**src/rtl/imem_boot_loader_pkg.sv**
```systemverilog
// Shared definitions for the instruction memory boot loader: FSM state encoding,
// frame constants and the running checksum helper.
package imem_boot_loader_pkg;

  typedef enum logic [2:0] {
    ST_IDLE    = 3'd0,
    ST_LEN     = 3'd1,
    ST_PAYLOAD = 3'd2,
    ST_CSUM    = 3'd3,
    ST_RUN     = 3'd4,
    ST_ERROR   = 3'd5
  } state_e;

  localparam logic [7:0] HEADER_DEFAULT = 8'hA5;
  localparam logic [7:0] LEN_256        = 8'h00;
  localparam logic [8:0] LEN_256_COUNT  = 9'd256;

  // 8-bit additive checksum; wraps modulo 256
  function automatic logic [7:0] csum_add(input logic [7:0] acc, input logic [7:0] data);
    return acc + data;
  endfunction

endpackage

```
**src/rtl/imem_boot_loader_timeout.sv**
```systemverilog
// Inter-byte timeout counter: cleared on demand, counts while enabled and
// saturates at TIMEOUT_CYCLES with expired held high.
module imem_boot_loader_timeout #(
  parameter int TIMEOUT_CYCLES = 100000
) (
  input  logic clock,
  input  logic reset,
  input  logic clr,
  input  logic en,
  output logic expired
);

  localparam int CNT_W = $clog2(TIMEOUT_CYCLES + 1);

  logic [CNT_W-1:0] cnt_r;

  assign expired = (cnt_r == CNT_W'(TIMEOUT_CYCLES));

  // cycle counter, saturating at the timeout value
  always_ff @(posedge clock) begin
    if (reset) begin
      cnt_r <= {CNT_W{1'b0}};
    end else if (clr) begin
      cnt_r <= {CNT_W{1'b0}};
    end else if (en && !expired) begin
      cnt_r <= cnt_r + CNT_W'(1);
    end else begin
      cnt_r <= cnt_r;
    end
  end

endmodule

```
**src/rtl/imem_boot_loader.sv**
```systemverilog
// Boot loader owning the instruction memory port: loads HEADER/LEN/payload frames from
// the UART byte stream, then hands reads to the CPU. Optional checksum: IMEM_BOOT_CHECKSUM_EN.
module imem_boot_loader
  import imem_boot_loader_pkg::*;
#(
  parameter int          ADDR_W         = 8,
  parameter int          DATA_W         = 8,
  parameter logic [7:0]  HEADER         = HEADER_DEFAULT,
  parameter int          TIMEOUT_CYCLES = 100000
) (
  input  logic              clock,
  input  logic              reset,
  input  logic [7:0]        rx_data,
  input  logic              rx_valid,
  input  logic              boot_req,
  input  logic [ADDR_W-1:0] cpu_addr,
  output logic [DATA_W-1:0] cpu_instr,
  output logic              cpu_reset,
  output logic [ADDR_W-1:0] mem_addr,
  output logic [DATA_W-1:0] mem_wdata,
  output logic              mem_we,
  input  logic [DATA_W-1:0] mem_rdata,
  output logic              load_done,
  output logic              load_err
);

  state_e            state_r, state_nx_s;
  logic [ADDR_W-1:0] ptr_r, ptr_nx_s;
  logic [8:0]        cnt_r, cnt_nx_s;
  logic [7:0]        acc_r, acc_nx_s;
  logic              wr_s;
  logic              we_r;
  logic [ADDR_W-1:0] waddr_r;
  logic [DATA_W-1:0] wdata_r;
  logic              cpu_reset_r, load_done_r, load_err_r;
  logic              in_frame_s, expired_s;

  assign in_frame_s = (state_r == ST_LEN) || (state_r == ST_PAYLOAD) || (state_r == ST_CSUM);

  imem_boot_loader_timeout #(
    .TIMEOUT_CYCLES (TIMEOUT_CYCLES)
  ) u_timeout (
    .clock   (clock),
    .reset   (reset),
    .clr     (rx_valid || !in_frame_s),
    .en      (in_frame_s),
    .expired (expired_s)
  );

  // next-state, pointer, count and checksum logic; a received byte beats a timeout
  always_comb begin
    state_nx_s = state_r;
    ptr_nx_s   = ptr_r;
    cnt_nx_s   = cnt_r;
    acc_nx_s   = acc_r;
    wr_s       = 1'b0;
    case (state_r)
      ST_IDLE, ST_ERROR: begin
        if (rx_valid && (rx_data == HEADER)) begin
          state_nx_s = ST_LEN;
          ptr_nx_s   = {ADDR_W{1'b0}};
          acc_nx_s   = 8'h00;
          cnt_nx_s   = 9'd0;
        end else begin
          state_nx_s = state_r;
        end
      end
      ST_LEN: begin
        if (rx_valid) begin
          cnt_nx_s   = (rx_data == LEN_256) ? LEN_256_COUNT : {1'b0, rx_data};
          state_nx_s = ST_PAYLOAD;
        end else if (expired_s) begin
          state_nx_s = ST_ERROR;
        end else begin
          state_nx_s = ST_LEN;
        end
      end
      ST_PAYLOAD: begin
        if (rx_valid) begin
          wr_s     = 1'b1;
          ptr_nx_s = ptr_r + ADDR_W'(1);
          acc_nx_s = csum_add(acc_r, rx_data);
          cnt_nx_s = cnt_r - 9'd1;
          if (cnt_r == 9'd1) begin
`ifdef IMEM_BOOT_CHECKSUM_EN
            state_nx_s = ST_CSUM;
`else
            state_nx_s = ST_RUN;
`endif
          end else begin
            state_nx_s = ST_PAYLOAD;
          end
        end else if (expired_s) begin
          state_nx_s = ST_ERROR;
        end else begin
          state_nx_s = ST_PAYLOAD;
        end
      end
      ST_CSUM: begin
        if (rx_valid) begin
          state_nx_s = (rx_data == acc_r) ? ST_RUN : ST_ERROR;
        end else if (expired_s) begin
          state_nx_s = ST_ERROR;
        end else begin
          state_nx_s = ST_CSUM;
        end
      end
      ST_RUN: begin
        if (boot_req) begin
          state_nx_s = ST_IDLE;
        end else begin
          state_nx_s = ST_RUN;
        end
      end
      default: begin
        state_nx_s = ST_IDLE;
      end
    endcase
  end

  // state, frame registers and output flags decoded from the next state
  always_ff @(posedge clock) begin
    if (reset) begin
      state_r     <= ST_IDLE;
      ptr_r       <= {ADDR_W{1'b0}};
      cnt_r       <= 9'd0;
      acc_r       <= 8'h00;
      cpu_reset_r <= 1'b1;
      load_done_r <= 1'b0;
      load_err_r  <= 1'b0;
    end else begin
      state_r     <= state_nx_s;
      ptr_r       <= ptr_nx_s;
      cnt_r       <= cnt_nx_s;
      acc_r       <= acc_nx_s;
      cpu_reset_r <= (state_nx_s != ST_RUN);
      load_done_r <= (state_nx_s == ST_RUN);
      load_err_r  <= (state_nx_s == ST_ERROR);
    end
  end

  // write register stage; reset drops a write that has not yet been issued
  always_ff @(posedge clock) begin
    if (reset) begin
      we_r    <= 1'b0;
      waddr_r <= {ADDR_W{1'b0}};
      wdata_r <= {DATA_W{1'b0}};
    end else if (wr_s) begin
      we_r    <= 1'b1;
      waddr_r <= ptr_r;
      wdata_r <= DATA_W'(rx_data);
    end else begin
      we_r    <= 1'b0;
      waddr_r <= waddr_r;
      wdata_r <= wdata_r;
    end
  end

  // the final payload write can land in the first RUN cycle, so it keeps the port
  assign mem_addr  = (load_done_r && !we_r) ? cpu_addr : waddr_r;
  assign mem_wdata = wdata_r;
  assign mem_we    = we_r;
  assign cpu_instr = load_done_r ? mem_rdata : {DATA_W{1'b0}};
  assign cpu_reset = cpu_reset_r;
  assign load_done = load_done_r;
  assign load_err  = load_err_r;

endmodule

```
**config.mk**
```make
export PLATFORM = sky130hd
export DESIGN_NAME = imem_boot_loader
export DESIGN_NICKNAME = d
export VERILOG_FILES = /design/src/rtl/imem_boot_loader_pkg.sv /design/src/rtl/imem_boot_loader_timeout.sv /design/src/rtl/imem_boot_loader.sv
export SDC_FILE = /design/constraint.sdc
export NUM_CORES = 1
export LEC_CHECK = 0
export BUFFER_PORTS_ARGS = -buffer_cell sky130_fd_sc_hd__buf_2
export CORE_UTILIZATION = 55
export DETAILED_ROUTE_END_ITERATION = 10
export PLACE_DENSITY = 0.78
export SLEW_MARGIN = 15
export SYNTH_ARGS = -nofsm -noshare
export SYNTH_HDL_FRONTEND = slang
export SYNTH_SLANG_ARGS = --single-unit
```
**constraint.sdc**
```tcl
create_clock -name clock -period 4.4 [get_ports clock]
set_clock_uncertainty 0.05 [all_clocks]
set_input_delay 0.44 -clock clock [delete_from_list [all_inputs] [get_ports clock]]
set_output_delay 0.44 -clock clock [all_outputs]
set_load 0.1 [all_outputs]
```
# [Yosys cells after proc, flatten, opt, wreduce, memory -nomap -nowiden]
# Cells that the tools add are included.
[totals] reg_bits=65 wordCells=73
[classes] add_sub_neg=4 n_eq_ne=15 n_mux=26 n_reduce_logical=17
[ops] op="$mux W8" n=5
[ops] op="$mux W9" n=4
[ops] op="$pmux W8 S2" n=2
[ops] op="$mux W3" n=9
[ops] op="$pmux W9 S3" n=1
[ops] op="$add A17 B1 Y17 const B" n=1
[ops] op="$eq A17 B17 Y1 const B" n=1
[ops] op="$pmux W3 S5" n=1
[ops] op="$eq A3 B3 Y1 const B" n=4
[ops] op="$eq A9 B1 Y1 const B" n=1
[ops] op="$sub A9 B1 Y9 const B" n=1
[ops] op="$add A8 B1 Y8 const B" n=1
[ops] op="$add A8 B8 Y8" n=1
[ops] op="$eq A8 B8 Y1" n=1
[ops] op="$eq A8 B8 Y1 const B" n=1
[ops] op="$logic_not A8 Y1" n=1
[ops] op="$eq A3 B2 Y1 const B" n=2
[ops] op="$ne A2 B2 Y1 const B" n=3
[ops] op="$mux W1" n=4
[ops] op="$reduce_and A4 Y1" n=1
[ops] op="$reduce_or A2 Y1" n=2
[ops] op="$eq A3 B1 Y1 const B" n=1
[ops] op="$logic_and A1 B1 Y1" n=3
[ops] op="$logic_not A1 Y1" n=3
[ops] op="other kinds (6)" n=8

# [Longest topological paths before layout]
# Gate-level depths: netlist (run 1).
[depth] depth_word=6 depth_mapped=8 ltp_nobuf=7

# [Hierarchy]
# A second synthesis (run 1) with hierarchy kept.
[unflattened] cells_unflattened=434 area_unflattened_um2=3628.5
[modules_own_cells] mod="imem_boot_loader" n_inst=1 cells_per_inst=330 area_per_inst_um2=2757.6
[modules_own_cells] mod="imem_boot_loader_timeout" n_inst=1 cells_per_inst=104 area_per_inst_um2=870.8

# [Worst setup path after synthesis (run 1)]
# No wires, ideal clock.
[synth_path] path_type="register to output" start="reg load_done_r (netlist: load_done)" end="out mem_addr[0]" arrival_ns=2.101 setup_slack_ns=1.809 stages_incl_launch_ff=4 n_path_buf=1 path_cell_list="dfxtp_1 > nor2b_1 > clkbuf_1 > mux2_2"
[synth_between] elab_chain_len=2
[synth_rtl] element="start: declaration" line_no="imem_boot_loader.sv:35" text="logic cpu_reset_r, load_done_r, load_err_r;"
[synth_rtl] element="start signal: assignment" line_no="imem_boot_loader.sv:137" text="load_done_r <= (state_nx_s == ST_RUN);"
[synth_rtl] element="$logic_and A1 B1 Y1" line_no="imem_boot_loader.sv:160" text="assign mem_addr = (load_done_r && !we_r) ? cpu_addr : waddr_r;"
[synth_rtl] element="$mux W8" line_no="imem_boot_loader.sv:160"
[synth_rtl] element="end: declaration" line_no="imem_boot_loader.sv:19" text="output logic [ADDR_W-1:0] mem_addr,"
# No other way between the ends.

# [Worst setup path in the final report (run 1)]
[layout_path] start="reg load_done_r (netlist: load_done)" end="out mem_addr[5]"
# Same word-level chain as after synthesis.

==> flow_metrics.tcl, run 1 <==
set metrics [dict create \
    status "completed" \
    ir_worst_vdd_uv 215 \
    final_common_cell "dfxtp_1" \
    place_area_um2 3760 \
    area.growth.synth_to_final_pct 15.6 \
    ant_nets 0 \
    grt_pass1_vias 2797 \
    core_um2 5990 \
    p_leak_nw 1.54 \
    slew_headroom_pct 48.4 \
    cts_buffers 9 \
    cp.arrival_ns 2.11 \
    whs_endpoint "mem_wdata[0]$_SDFFE_PP0P_" \
    cts_tree "done" \
    ys_seq_area_share_pct 37.7 \
    finalSetupViolations 0 \
    syn_inst 419 \
    cp_max_fo 10 \
    cts_buffer_depth 2 \
    r2r-start "state_r[1]$_SDFF_PP0_" \
    crit_required_ns 3.91 \
    fin_nets 508 \
    routed_wl_um 7780 \
    final.hold.worst_slack_ns 0.329 \
    cp.depth 3 \
    postCtsResizedCells 0 \
    drv_cap 0 \
    io_pins 56 \
    clock_latency_ns 0.35 \
    post-place-cells 531 \
    grt_pass1_wl_um 12800 \
    synth.ff_latch_count 65 \
    cp-start-kind "register" \
    cp-end-kind "output port" \
    grt_util_all_layers_pct 25.3 \
    yosysWarnings 0 \
    grt_setup_unrepaired "false" \
    num_vias 3149 \
    tightest_slew_ns 0.771 \
    cts_root_buf "clkbuf_8" \
    initial_core_util_pct 57.6 \
    gp_congestion 0.874 \
    grt_max_degree 41 \
    avgSynthCellArea_um2 8.24 \
    worst-setup-path-type "reg -> out" \
    hp-class "in -> reg" \
    fin_cells 547 \
    diodes 0 \
    ff2ff_path_depth 6 \
    path_cells "nor2b_1 > mux2_2 > buf_2" \
    finalCriticalPeriod_ns 2.60 \
    fmax_mhz 385 \
    period_share_pct 59.0 \
    fin_area_um2 3990 \
    path_buf_inv 1 \
    via_per_inst 5.76 \
    synthArstFlopShare_pct 0 \
    dieArea_um2 6600 \
    drc 0 \
    power_mw 1.22 \
    grt_antenna_before_repair 0 \
    syn_area_um2 3450 \
    synth_top_area_share_pct 37.7 \
    cts_sinks 65 \
    die_h_um 81.2 \
    die_w_um 81.2 \
    final_cell_mix "dfxtp_1 (65), buf_2 (55), nand2_1 (52)" \
    htree_levels 3 \
    yosysTopAreaCell "dfxtp_1" \
    cts.reportedPaths.clkPinSlew_ns 0.07 \
    globalRouteOverflowTotal 0 \
    hold-path-cell-count 3 \
    synth-edff-count 0 \
    preCtsSetupSlack_ns 1.74 \
    syn_nets 460 \
    synth.distinct_cells 62 \
    synth_area_leaders "dfxtp_1 (38%), a21oi_1 (6.1%), nand2_1 (5.7%)" \
    wl_per_cell_um 14.2 \
    cts_hold_buf 0 \
    powerDensity_nw_per_um2 305 \
    port_buffers 55 \
    drive_gt1_share_pct 19.1 \
    slowest_stage "nor2b_1" \
    utilization_pct 66.6 \
    reg2reg_to "ptr_r[5]$_SDFFE_PP0P_" \
    post-dp-hpwl_um 5440 \
    crit_family "simple AND/OR/NAND/NOR gates" \
    num_rows 28 \
    drt_first_pass_iters 4 \
    reg2reg_setup_slack_ns 1.84 \
    synthFlopType "dfxtp_1" \
    timing.setup.tns_ns 0 \
    hold_viol_final 0 \
    worstHoldStart "rx_data[0]" \
    worst_slack_ns 1.80 \
    postCtsSetupBuffers 0 \
    slowest_delay_ns 0.58 \
    drtIter0Drc 152 \
    slew_violations 0 \
]
[state kept, by name (all words and copies together), names as in the netlist]
name,cells
ptr_r,8
state_r,3
u_timeout.cnt_r,17
load_err,1
waddr_r,8
mem_we,1
mem_wdata,8
load_done,1
cpu_reset,1
acc_r,8
cnt_r,9
[final cells by class]
cell class / count / area, µm²
clock buffer: 11 / 151
inverter: 15 / 56.3
multi-input combinational: 319 / 2020
tap: 75 / 93.8
timing repair buffer: 57 / 290
fill: 510 / 2000
sequential: 65 / 1300
clock inverter: 5 / 77.6
[worst reg2reg max path, stage by stage (launching register included)]
cell,delay (ns)
dfxtp_1,0.64
nor4bb_4,0.58
buf_4,0.34
a21oi_1,0.06
buf_4,0.21
or4_1,0.49
a21oi_1,0.14
[how the worst max path moves through the flow]
| stage | start | end | slack, ns |
|---|---|---|---|
| 5_1_grt | state_r[1]$_SDFF_PP0_ | ptr_r[7]$_SDFFE_PP0P_ | 1.61 |
| 3_3_place_gp | rx_valid | ptr_r[7]$_SDFFE_PP0P_ | 1.80 |
| 3_5_place_dp | rx_valid | ptr_r[5]$_SDFFE_PP0P_ | 1.74 |
| 6_report | load_done$_SDFF_PP0_ | mem_addr[5] | 1.80 |
| 2_1_floorplan | load_done$_SDFF_PP0_ | mem_addr[0] | 1.81 |
| 4_1_cts | load_done$_SDFF_PP0_ | mem_addr[5] | 1.76 |
[power by group]
group | internal, mW | switching, mW | leakage, nW | total, mW
registers | 0.588 | 0.000323 | 0.523 | 0.588
logic | 0.0168 | 0.0282 | 0.906 | 0.0450
clock network | 0.348 | 0.236 | 0.115 | 0.584
total | 0.953 | 0.264 | 1.54 | 1.22
[metal layers]
metal	track usage, %	up-vias	routed length (µm)
li1	-	1603	-
met1	33.4	1475	3750
met2	40.3	60	3570
met3	5.51	11	344
met4	9.29	0	112
met5	0	-	0
[cell usage after synthesis (all sizes together), types with 2 or more instances]
cell and instances:
a2111oi 2, a211oi 5, a21boi 2, a21o 2
a21oi 42, a221oi 2, a22oi 7, a31oi 2
and2 10, and3 3, and4 2, buf 12
clkbuf 8, dfxtp 65, ha 12, inv 15
mux2 8, nand2 52, nand2b 3, nand3 13
nand4 6, nor2 40, nor2b 5, nor3 8
nor3b 5, nor4 5, nor4bb 3, o211ai 2
o21ai 18, o21bai 2, o31ai 3, or3 12
or4 5, xnor2 11, xor2 7
[cells by family (layout without fill, tap and decap cells)]
logic type,after synthesis,after routing,synth area share [%]
AO/OA/AOI/OAI,102,102,18.7
flip-flops,65,65,37.7
AND/OR/NAND/NOR,177,177,27.0
buffers and inverters,35,88,4.24
adder cells (fa/ha/maj),13,13,4.93
XOR/XNOR,18,18,4.57
multiplexers,9,9,2.90
(Power assumes the default switching activity.)
==> inputs of run 2 (changes only) <==
==> constraint.sdc (replaced) <==
create_clock -name clock -period 2.45 [get_ports clock]
set_clock_uncertainty 0.05 [all_clocks]
set_input_delay 0.245 -clock clock [delete_from_list [all_inputs] [get_ports clock]]
set_output_delay 0.245 -clock clock [all_outputs]
set_load 0.1 [all_outputs]
==> flow_metrics.tcl, run 2 (synthesized netlist as in run 1, its figures left out) <==
set metrics [dict create \
    gp_congestion 0.895 \
    ant_nets 0 \
    cp-end-kind "register" \
    powerDensity_nw_per_um2 523 \
    reg2reg_to "cnt_r[1]$_SDFFE_PP0P_" \
    area.growth.synth_to_final_pct 16.7 \
    period_share_pct 86.5 \
    globalRouteOverflowTotal 0 \
    final_cell_mix "dfxtp_1 (65), buf_2 (55), nand2_1 (52)" \
    final_common_cell "dfxtp_1" \
    status "completed" \
    grtUsageMet3_pct 4.72 \
    grt_setup_unrepaired "false" \
    crit_required_ns 2.61 \
    grt_antenna_before_repair 0 \
    seqPwrFrac_pct 50.2 \
    ir_worst_vdd_uv 346 \
    io_pins 56 \
    fillers 471 \
    largest_register_ffs 17 \
    cts_root_buf "clkbuf_8" \
    initial_core_util_pct 57.6 \
    cell_internal_pwr_mw 1.66 \
    port_buffers 55 \
    hold-path-cell-count 3 \
    cts.reportedPaths.clkPinSlew_ns 0.07 \
    fmax_mhz 472 \
    cp_max_fo 26 \
    finalCriticalPeriod_ns 2.12 \
    p_clk_share_pct 45.9 \
    drv_cap 0 \
    preCtsSetupSlack_ns 0.274 \
    routed_wl_um 7600 \
    r2r-start "state_r[2]$_SDFF_PP0_" \
    reg_top3 "u_timeout.cnt_r x17, cnt_r x9" \
    drc 0 \
    ff2ff_path_depth 7 \
    cts_tree "done" \
    path_cells "buf_4 > nor4bb_4 > buf_4 > a31oi_1 > and2_1 > a211oi_1 > a211oi_1" \
    utilization_pct 67.3 \
    use_met1_pct 31.1 \
    power_mw 2.11 \
    diodes 0 \
    cp.arrival_ns 2.28 \
    grt.busiest_layer "met2" \
    critPathLaunch "state_r[2]$_SDFF_PP0_" \
    final.hold.worst_slack_ns 0.142 \
    postCtsSetupBuffers 0 \
    whs_endpoint "mem_wdata[0]$_SDFFE_PP0P_" \
    worst-setup-path-type "reg -> reg" \
    drive_gt1_share_pct 20.1 \
    cts_hold_buf 0 \
    swShare_pct 21.1 \
    fin_nets 515 \
    drtIter0Drc 212 \
    grt_util_all_layers_pct 24.1 \
    top_register "u_timeout.cnt_r" \
    hold_viol_final 0 \
    slowest_stage "dfxtp_1" \
    tightest_slew_ns 0.793 \
    worstHoldStart "rx_data[0]" \
    hp-class "in -> reg" \
    grt_use_met2_pct 38.7 \
    grt_max_degree 40 \
    die_w_um 81.2 \
    grt_pass1_wl_um 12100 \
    clock_latency_ns 0.34 \
    reg2reg_setup_slack_ns 0.33 \
    htree_levels 3 \
    timing.setup.tns_ns 0 \
    finalSetupViolations 0 \
    cts_buffers 9 \
    post-dp-hpwl_um 5370 \
    dieArea_um2 6600 \
    worst_slack_ns 0.331 \
    grt_pass1_vias 2677 \
    p_switching_mw 0.445 \
    drt_first_pass_iters 5 \
    p_leak_nw 1.58 \
    cts_sinks 65 \
    slowest_delay_ns 0.36 \
    postCtsResizedCells 0 \
    die_h_um 81.2 \
    num_vias 3145 \
    num_rows 28 \
    cp-start-kind "register" \
    cts_buffer_depth 2 \
    slew_headroom_pct 47.1 \
    core_um2 5990 \
    wl_per_cell_um 13.7 \
    slew_violations 0 \
    p_comb_share_pct 3.9 \
    via_per_inst 5.69 \
]
[run 2: area by class of cell]
| class | count | area, µm² | share of cell area (%) |
|---|---|---|---|
| timing repair buffer | 64 | 343 | 8.51 |
| multi-input combinational | 319 | 2020 | 50.2 |
| clock inverter | 2 | 35.0 | 0.870 |
| clock buffer | 13 | 179 | 4.44 |
| inverter | 15 | 56.3 | 1.40 |
| tap | 75 | 93.8 | 2.33 |
| sequential | 65 | 1300 | 32.3 |
[run 2: power by group through the flow]
stage / registers, mW / logic (mW) / clock network (mW)
floorplan: 1.08 / 0.0383 / 0
global placement: 1.08 / 0.0790 / 0
detailed placement: 1.08 / 0.0809 / 0
CTS: 1.06 / 0.0812 / 0.986
global route: 1.06 / 0.0900 / 1.03
finish: 1.06 / 0.0822 / 0.968
[run 2: metal layers]
| metal | wire, µm | share of wire (%) | up-vias |
|---|---|---|---|
| met5 | 0 | 0 | - |
| met4 | 143 | 1.9 | 0 |
| met3 | 412 | 5.4 | 13 |
| met2 | 3480 | 46 | 98 |
| met1 | 3560 | 47 | 1423 |
| li1 | - | - | 1611 |
[run 2: worst max-delay path by stage]
stage	endpoint	slack [ns]	cells past startpoint
finish	cnt_r[1]$_SDFFE_PP0P_	0.33	7
global route	acc_r[6]$_SDFFE_PP0P_	0.13	6
CTS	mem_addr[7]	0.35	4
detailed placement	cpu_reset$_SDFF_PP1_	0.27	7
global placement	cpu_reset$_SDFF_PP1_	0.25	7
floorplan	mem_addr[0]	0.05	3
[run 2: critical path, delay by kind of cell, from the launching register on]
family	cells	cell delay (ns)
AND/OR/NAND/NOR	2	0.59
buffers and inverters	2	0.53
AO/OA/AOI/OAI	3	0.47
flip-flops	1	0.36
[run 2: stage by stage]
step | cell area, µm² | cells
finish | 4030 | 553
global route | 4030 | 553
CTS | 4030 | 553
detailed placement | 3810 | 538
global placement | 3810 | 538
floorplan | 3450 | 419
